File: src/rtl/min_sec_countdown.sv
// BCD MM:SS countdown timer: preset load, 1 Hz decrement in RUN, stop at 00:00,
// then hold ALARM for ALARM_TICKS ticks. State changes take effect on the clock edge that samples the inputs.
module min_sec_countdown #(
  parameter int unsigned ALARM_TICKS = 10
) (
  input  logic       clk_i,
  input  logic       rst_n_i,
  input  logic       tick_i,
  input  logic       clr_i,
  input  logic       load_i,
  input  logic [2:0] ld_mh_i,
  input  logic [3:0] ld_ml_i,
  input  logic [2:0] ld_sh_i,
  input  logic [3:0] ld_sl_i,
  input  logic       start_i,
  input  logic       stop_i,
  output logic [2:0] mh_o,
  output logic [3:0] ml_o,
  output logic [2:0] sh_o,
  output logic [3:0] sl_o,
  output logic       busy_o,
  output logic       zero_p_o,
  output logic       alarm_o
);

  typedef enum logic [1:0] {S_IDLE, S_RUN, S_PAUSE, S_DONE} state_e;

  localparam logic [7:0] ALARM_LIMIT = 8'(ALARM_TICKS);

  state_e     state_q, state_d;
  logic [2:0] mh_q, mh_d;
  logic [3:0] ml_q, ml_d;
  logic [2:0] sh_q, sh_d;
  logic [3:0] sl_q, sl_d;
  logic [7:0] alarm_cnt_q, alarm_cnt_d;
  logic       zero_p_q, zero_p_d;

  logic [2:0] dec_mh, ld_mh_c, ld_sh_c, dec_sh;
  logic [3:0] dec_ml, dec_sl, ld_ml_c, ld_sl_c;
  logic       borrow_sl, borrow_sh, borrow_ml, dec_zero, count_nz;
  logic [7:0] alarm_inc;

  // Borrow chain: each digit only moves when every lower digit wrapped.
  always_comb begin
    borrow_sl = (sl_q == 4'd0);
    dec_sl    = borrow_sl ? 4'd9 : sl_q - 4'd1;
    dec_sh    = borrow_sl ? ((sh_q == 3'd0) ? 3'd5 : sh_q - 3'd1) : sh_q;
    borrow_sh = borrow_sl && (sh_q == 3'd0);
    dec_ml    = borrow_sh ? ((ml_q == 4'd0) ? 4'd9 : ml_q - 4'd1) : ml_q;
    borrow_ml = borrow_sh && (ml_q == 4'd0);
    dec_mh    = borrow_ml ? mh_q - 3'd1 : mh_q;
    dec_zero  = (dec_mh == 3'd0) && (dec_ml == 4'd0) && (dec_sh == 3'd0) && (dec_sl == 4'd0);
    count_nz  = |{mh_q, ml_q, sh_q, sl_q};
    ld_mh_c   = (ld_mh_i > 3'd5) ? 3'd5 : ld_mh_i;
    ld_ml_c   = (ld_ml_i > 4'd9) ? 4'd9 : ld_ml_i;
    ld_sh_c   = (ld_sh_i > 3'd5) ? 3'd5 : ld_sh_i;
    ld_sl_c   = (ld_sl_i > 4'd9) ? 4'd9 : ld_sl_i;
    alarm_inc = alarm_cnt_q + 8'd1;
  end

  always_comb begin
    state_d     = state_q;
    mh_d        = mh_q;
    ml_d        = ml_q;
    sh_d        = sh_q;
    sl_d        = sl_q;
    alarm_cnt_d = alarm_cnt_q;
    zero_p_d    = 1'b0;
    if (clr_i) begin
      state_d     = S_IDLE;
      mh_d        = 3'd0;
      ml_d        = 4'd0;
      sh_d        = 3'd0;
      sl_d        = 4'd0;
      alarm_cnt_d = 8'd0;
    end else if (load_i && state_q != S_RUN) begin
      mh_d = ld_mh_c;
      ml_d = ld_ml_c;
      sh_d = ld_sh_c;
      sl_d = ld_sl_c;
      if (state_q == S_DONE) state_d = S_IDLE;
    end else begin
      unique case (state_q)
        S_IDLE: begin
          if (!stop_i && start_i && count_nz) state_d = S_RUN;
        end
        S_RUN: begin
          if (stop_i) begin
            state_d = S_PAUSE;
          end else if (tick_i) begin
            mh_d = dec_mh;
            ml_d = dec_ml;
            sh_d = dec_sh;
            sl_d = dec_sl;
            if (dec_zero) begin
              state_d     = S_DONE;
              zero_p_d    = 1'b1;
              alarm_cnt_d = 8'd0;
            end
          end
        end
        S_PAUSE: begin
          // A preset of 00:00 loaded while paused must not restart the count.
          if (!stop_i && start_i && count_nz) state_d = S_RUN;
        end
        S_DONE: begin
          if (start_i || stop_i) begin
            state_d = S_IDLE;
          end else if (tick_i) begin
            alarm_cnt_d = alarm_inc;
            if (alarm_inc >= ALARM_LIMIT) state_d = S_IDLE;
          end
        end
        default: state_d = S_IDLE;
      endcase
    end
  end

  always_ff @(posedge clk_i or negedge rst_n_i) begin
    if (!rst_n_i) begin
      state_q     <= S_IDLE;
      mh_q        <= 3'd0;
      ml_q        <= 4'd0;
      sh_q        <= 3'd0;
      sl_q        <= 4'd0;
      alarm_cnt_q <= 8'd0;
      zero_p_q    <= 1'b0;
    end else begin
      state_q     <= state_d;
      mh_q        <= mh_d;
      ml_q        <= ml_d;
      sh_q        <= sh_d;
      sl_q        <= sl_d;
      alarm_cnt_q <= alarm_cnt_d;
      zero_p_q    <= zero_p_d;
    end
  end

  assign mh_o     = mh_q;
  assign ml_o     = ml_q;
  assign sh_o     = sh_q;
  assign sl_o     = sl_q;
  assign busy_o   = (state_q == S_RUN);
  assign alarm_o  = (state_q == S_DONE);
  assign zero_p_o = zero_p_q;

endmodule

File: config.mk
export PLATFORM = sky130hd
export DESIGN_NAME = min_sec_countdown
export DESIGN_NICKNAME = d
export VERILOG_FILES = /design/src/rtl/min_sec_countdown.sv
export SDC_FILE = /design/constraint.sdc
export NUM_CORES = 1
export LEC_CHECK = 0
export ABC_AREA = 1
export CAP_MARGIN = 20
export CORE_MARGIN = 8
export CORE_UTILIZATION = 31
export DETAILED_ROUTE_END_ITERATION = 10
export PLACE_DENSITY = 0.59
export SYNTH_ARGS = -nofsm -noshare
export SYNTH_HDL_FRONTEND = slang
export SYNTH_SLANG_ARGS = --single-unit
File: constraint.sdc
create_clock -name clk_i -period 2.1 [get_ports clk_i]
set_input_delay 0.63 -clock clk_i [delete_from_list [all_inputs] [get_ports clk_i]]
set_output_delay 0.63 -clock clk_i [all_outputs]
set_load 0.02 [all_outputs]
==> results.json <==
{
  "status": "complete, no violations",
  "dpl-instance-area_sq_um": 2450,
  "critPathLaunchType": "flop",
  "cts_made_buffers": 3,
  "grt_pass1_wl_um": 8360,
  "netlist.area_leader.share_pct": 33.8,
  "grt_max_degree": 26,
  "syn-instance-count": 259,
  "synth.most_common_cell": "nand2_1",
  "end_kind": "output pin",
  "top_layer": "met4",
  "path_cells": "buf_4 > clkdlybuf4s50_1",
  "portBuffers": 37,
  "cts_tree": "built",
  "clk_pin_slew_ns": 0.09,
  "insertion_delay_ns": 0.27,
  "met3_length_um": 229,
  "fmax_ghz": 0.491,
  "synth-seq-area-share_pct": 33.8,
  "maxCapViolCount": 0,
  "tns_ns": 0,
  "synthTopCellsByArea": "dfrtp_1 34%, nand2_1 10%, inv_1 7.1%, nor2_1 6.1%, nand3_1 5.1%",
  "die_w_um": 93.3,
  "nFillCells": 583,
  "drtAntennaViolNets": 0,
  "synth_top_area_cell": "dfrtp_1",
  "r2r_cells": 16,
  "synth-seq-cells": 25,
  "yosys_most_used_dff": "dfrtp_1",
  "slew_headroom_pct": 76.6,
  "crit_required_ns": 1.47,
  "syn_nets": 283,
  "core-area_sq_um": 5850,
  "ys_warn_count": 0,
  "skew_ns": 0.00199,
  "async_flop_share_pct": 100,
  "synth_area_sq_um": 1850,
  "grt_overflow": 0,
  "finalHoldViolCount": 0,
  "cp_slowest_cell": "clkdlybuf4s50_1",
  "syn_area_per_cell_sq_um": 7.14,
  "critPathMaxStageDelay_ns": 0.60,
  "whs_ns": 0.501,
  "whs_path_depth": 2,
  "drive_gt1_share_pct": 19.5,
  "grt_antenna_before_repair": 0,
  "synth_edf_count": 0,
  "grt_pass1_vias": 1801,
  "wl_um": 5100,
  "tightest_slew_ns": 0.351,
  "drv_slew": 0,
  "initial_core_util_pct": 31.6,
  "fin_area_sq_um": 2570,
  "dr_total_vias": 1854,
  "fin_crit_ns": 2.04,
  "diodes": 0,
  "path_depth": 2,
  "cts_sinks": 25,
  "viasPerCell": 4.66,
  "p_leak_nw": 1.23,
  "power.density_nw_per_um2": 833,
  "drt_iter0_drc": 67,
  "dp_cells": 387,
  "postCtsHoldBufs": 0,
  "hp-class": "reg2reg",
  "synthTopCellsByCount": "50 x nand2_1, 35 x inv_1, 30 x nor2_1",
  "area_growth_pct": 39.1,
  "final_util_pct": 44.0,
  "total_power_mw": 2.15,
  "dr.pass1.iters": 4,
  "root_buffer": "clkbuf_8",
  "synth_cell_type_count": 31,
  "rsz0062_at_grt": "false",
  "h-tree-depth": 1,
  "grt_util_all_layers_pct": 11.5,
  "wl_met2_um": 2490,
  "nNetsFinal": 348,
  "ios": 38,
  "drc_errors": 0,
  "crit_family": "buffers and inverters",
  "clockBufferDepth": 2,
  "die_h_um": 93.3,
  "cp_num_buf_inv": 2,
  "gp_congestion": 0.872,
  "pre_cts_ws_ns": -0.0924,
  "irDropWorstVdd_uv": 301,
  "fin_ws_ns": 0.0619,
  "crit_type": "reg2out",
  "dieArea_sq_um": 8700,
  "stdcell_count": 398,
  "rows": 28,
  "finalSetupViolCount": 0,
  "worstPathMaxFanout": 3,
  "crit_arrival_ns": 1.41,
  "dpl.hpwl_um": 3840,
  "drt-met1-wl_um": 2350,
  "drt-wirelength-per-cell_um": 12.8,
  "fin_crit_sh_pct": 97.1
}
-- worst paths after layout --
path                                               to  slack [ns]                        from
max                                           sl_o[2]        0.06         sl_o[2]$_DFFE_PN0P_
min                        alarm_cnt_q[7]$_DFFE_PN0P_        0.50  alarm_cnt_q[7]$_DFFE_PN0P_
max reg2reg                alarm_cnt_q[6]$_DFFE_PN0P_        0.15         sl_o[1]$_DFFE_PN0P_
min reg2reg                alarm_cnt_q[7]$_DFFE_PN0P_        0.50  alarm_cnt_q[7]$_DFFE_PN0P_
max in group asynchronous         sl_o[0]$_DFFE_PN0P_        1.10                     rst_n_i
min in group asynchronous  alarm_cnt_q[1]$_DFFE_PN0P_        0.72                     rst_n_i
-- registers in the layout, summed over array words and instances, names as in the netlist --
name,cells
mh_o,3
zero_p_o,1
state_q,2
alarm_cnt_q,8
sl_o,4
sh_o,3
ml_o,4
-- tightest hold or removal path, stage by stage (launching register included) --
cell     delay [ns]
dfrtp_1        0.37
nand2_1        0.06
nand2_1        0.05
-- per-layer routing --
metal	global-route usage, %	vias up
li1	-	974
met1	14.4	839
met2	19.9	37
met3	2.88	4
met4	1.61	0
met5	0	-
-- cells in the final DEF (no fill, tap or decap), types with 3 or more instances in the layout --
master / count
nand2_1: 50
inv_1: 35
clkdlybuf4s50_1: 35
nor2_1: 30
buf_4: 25
dfrtp_1: 23
nand3_1: 19
o21ai_0: 13
nand2_2: 11
o22ai_1: 8
xor2_1: 7
a21oi_1: 7
inv_2: 6
o21ai_1: 5
nor3_1: 5
nor2_2: 4
nand2_4: 3
nand4_1: 3
xnor2_1: 3
ha_1: 3
clkbuf_8: 3
-- layout make-up --
class                           count  area (sq um)  area share (%)
Inverter                           41           154            5.98
Clock buffer                        3          41.3            1.60
Multi-Input combinational cell    191          1090            42.5
Timing Repair Buffer               62           559            21.7
Tap cell                           75          93.8            3.64
Sequential cell                    25           628            24.4
Clock inverter                      1          5.00           0.194
-- cell families (layout without fill, tap and decap cells) --
| group | Yosys count | after routing | share of synthesized area (%) |
|---|---|---|---|
| AOI/OAI and AO/OA | 45 | 45 | 16.1 |
| xor gates and xnor gates | 10 | 10 | 4.73 |
| adders and majority gates | 3 | 3 | 2.03 |
| buffers and inverters | 44 | 107 | 8.93 |
| DFF | 25 | 25 | 33.8 |
| and+or+nand+nor | 132 | 133 | 34.4 |
-- where the power goes --
| part | switching [mW] | leakage [nW] | internal [mW] |
|---|---|---|---|
| Clock | 0.166 | 0.0255 | 0.133 |
| Sequential | 0.0879 | 0.335 | 0.554 |
| Combinational | 0.694 | 0.869 | 0.510 |
-- timing repair --
item	4_1_cts	5_1_grt
gates resized for setup	1	8
pin swaps	0	4
setup buffers	0	6
endpoints found under the setup margin	1	10
endpoints found under the hold margin	0	0
cloned	0	1
(Power assumes the default switching activity.)
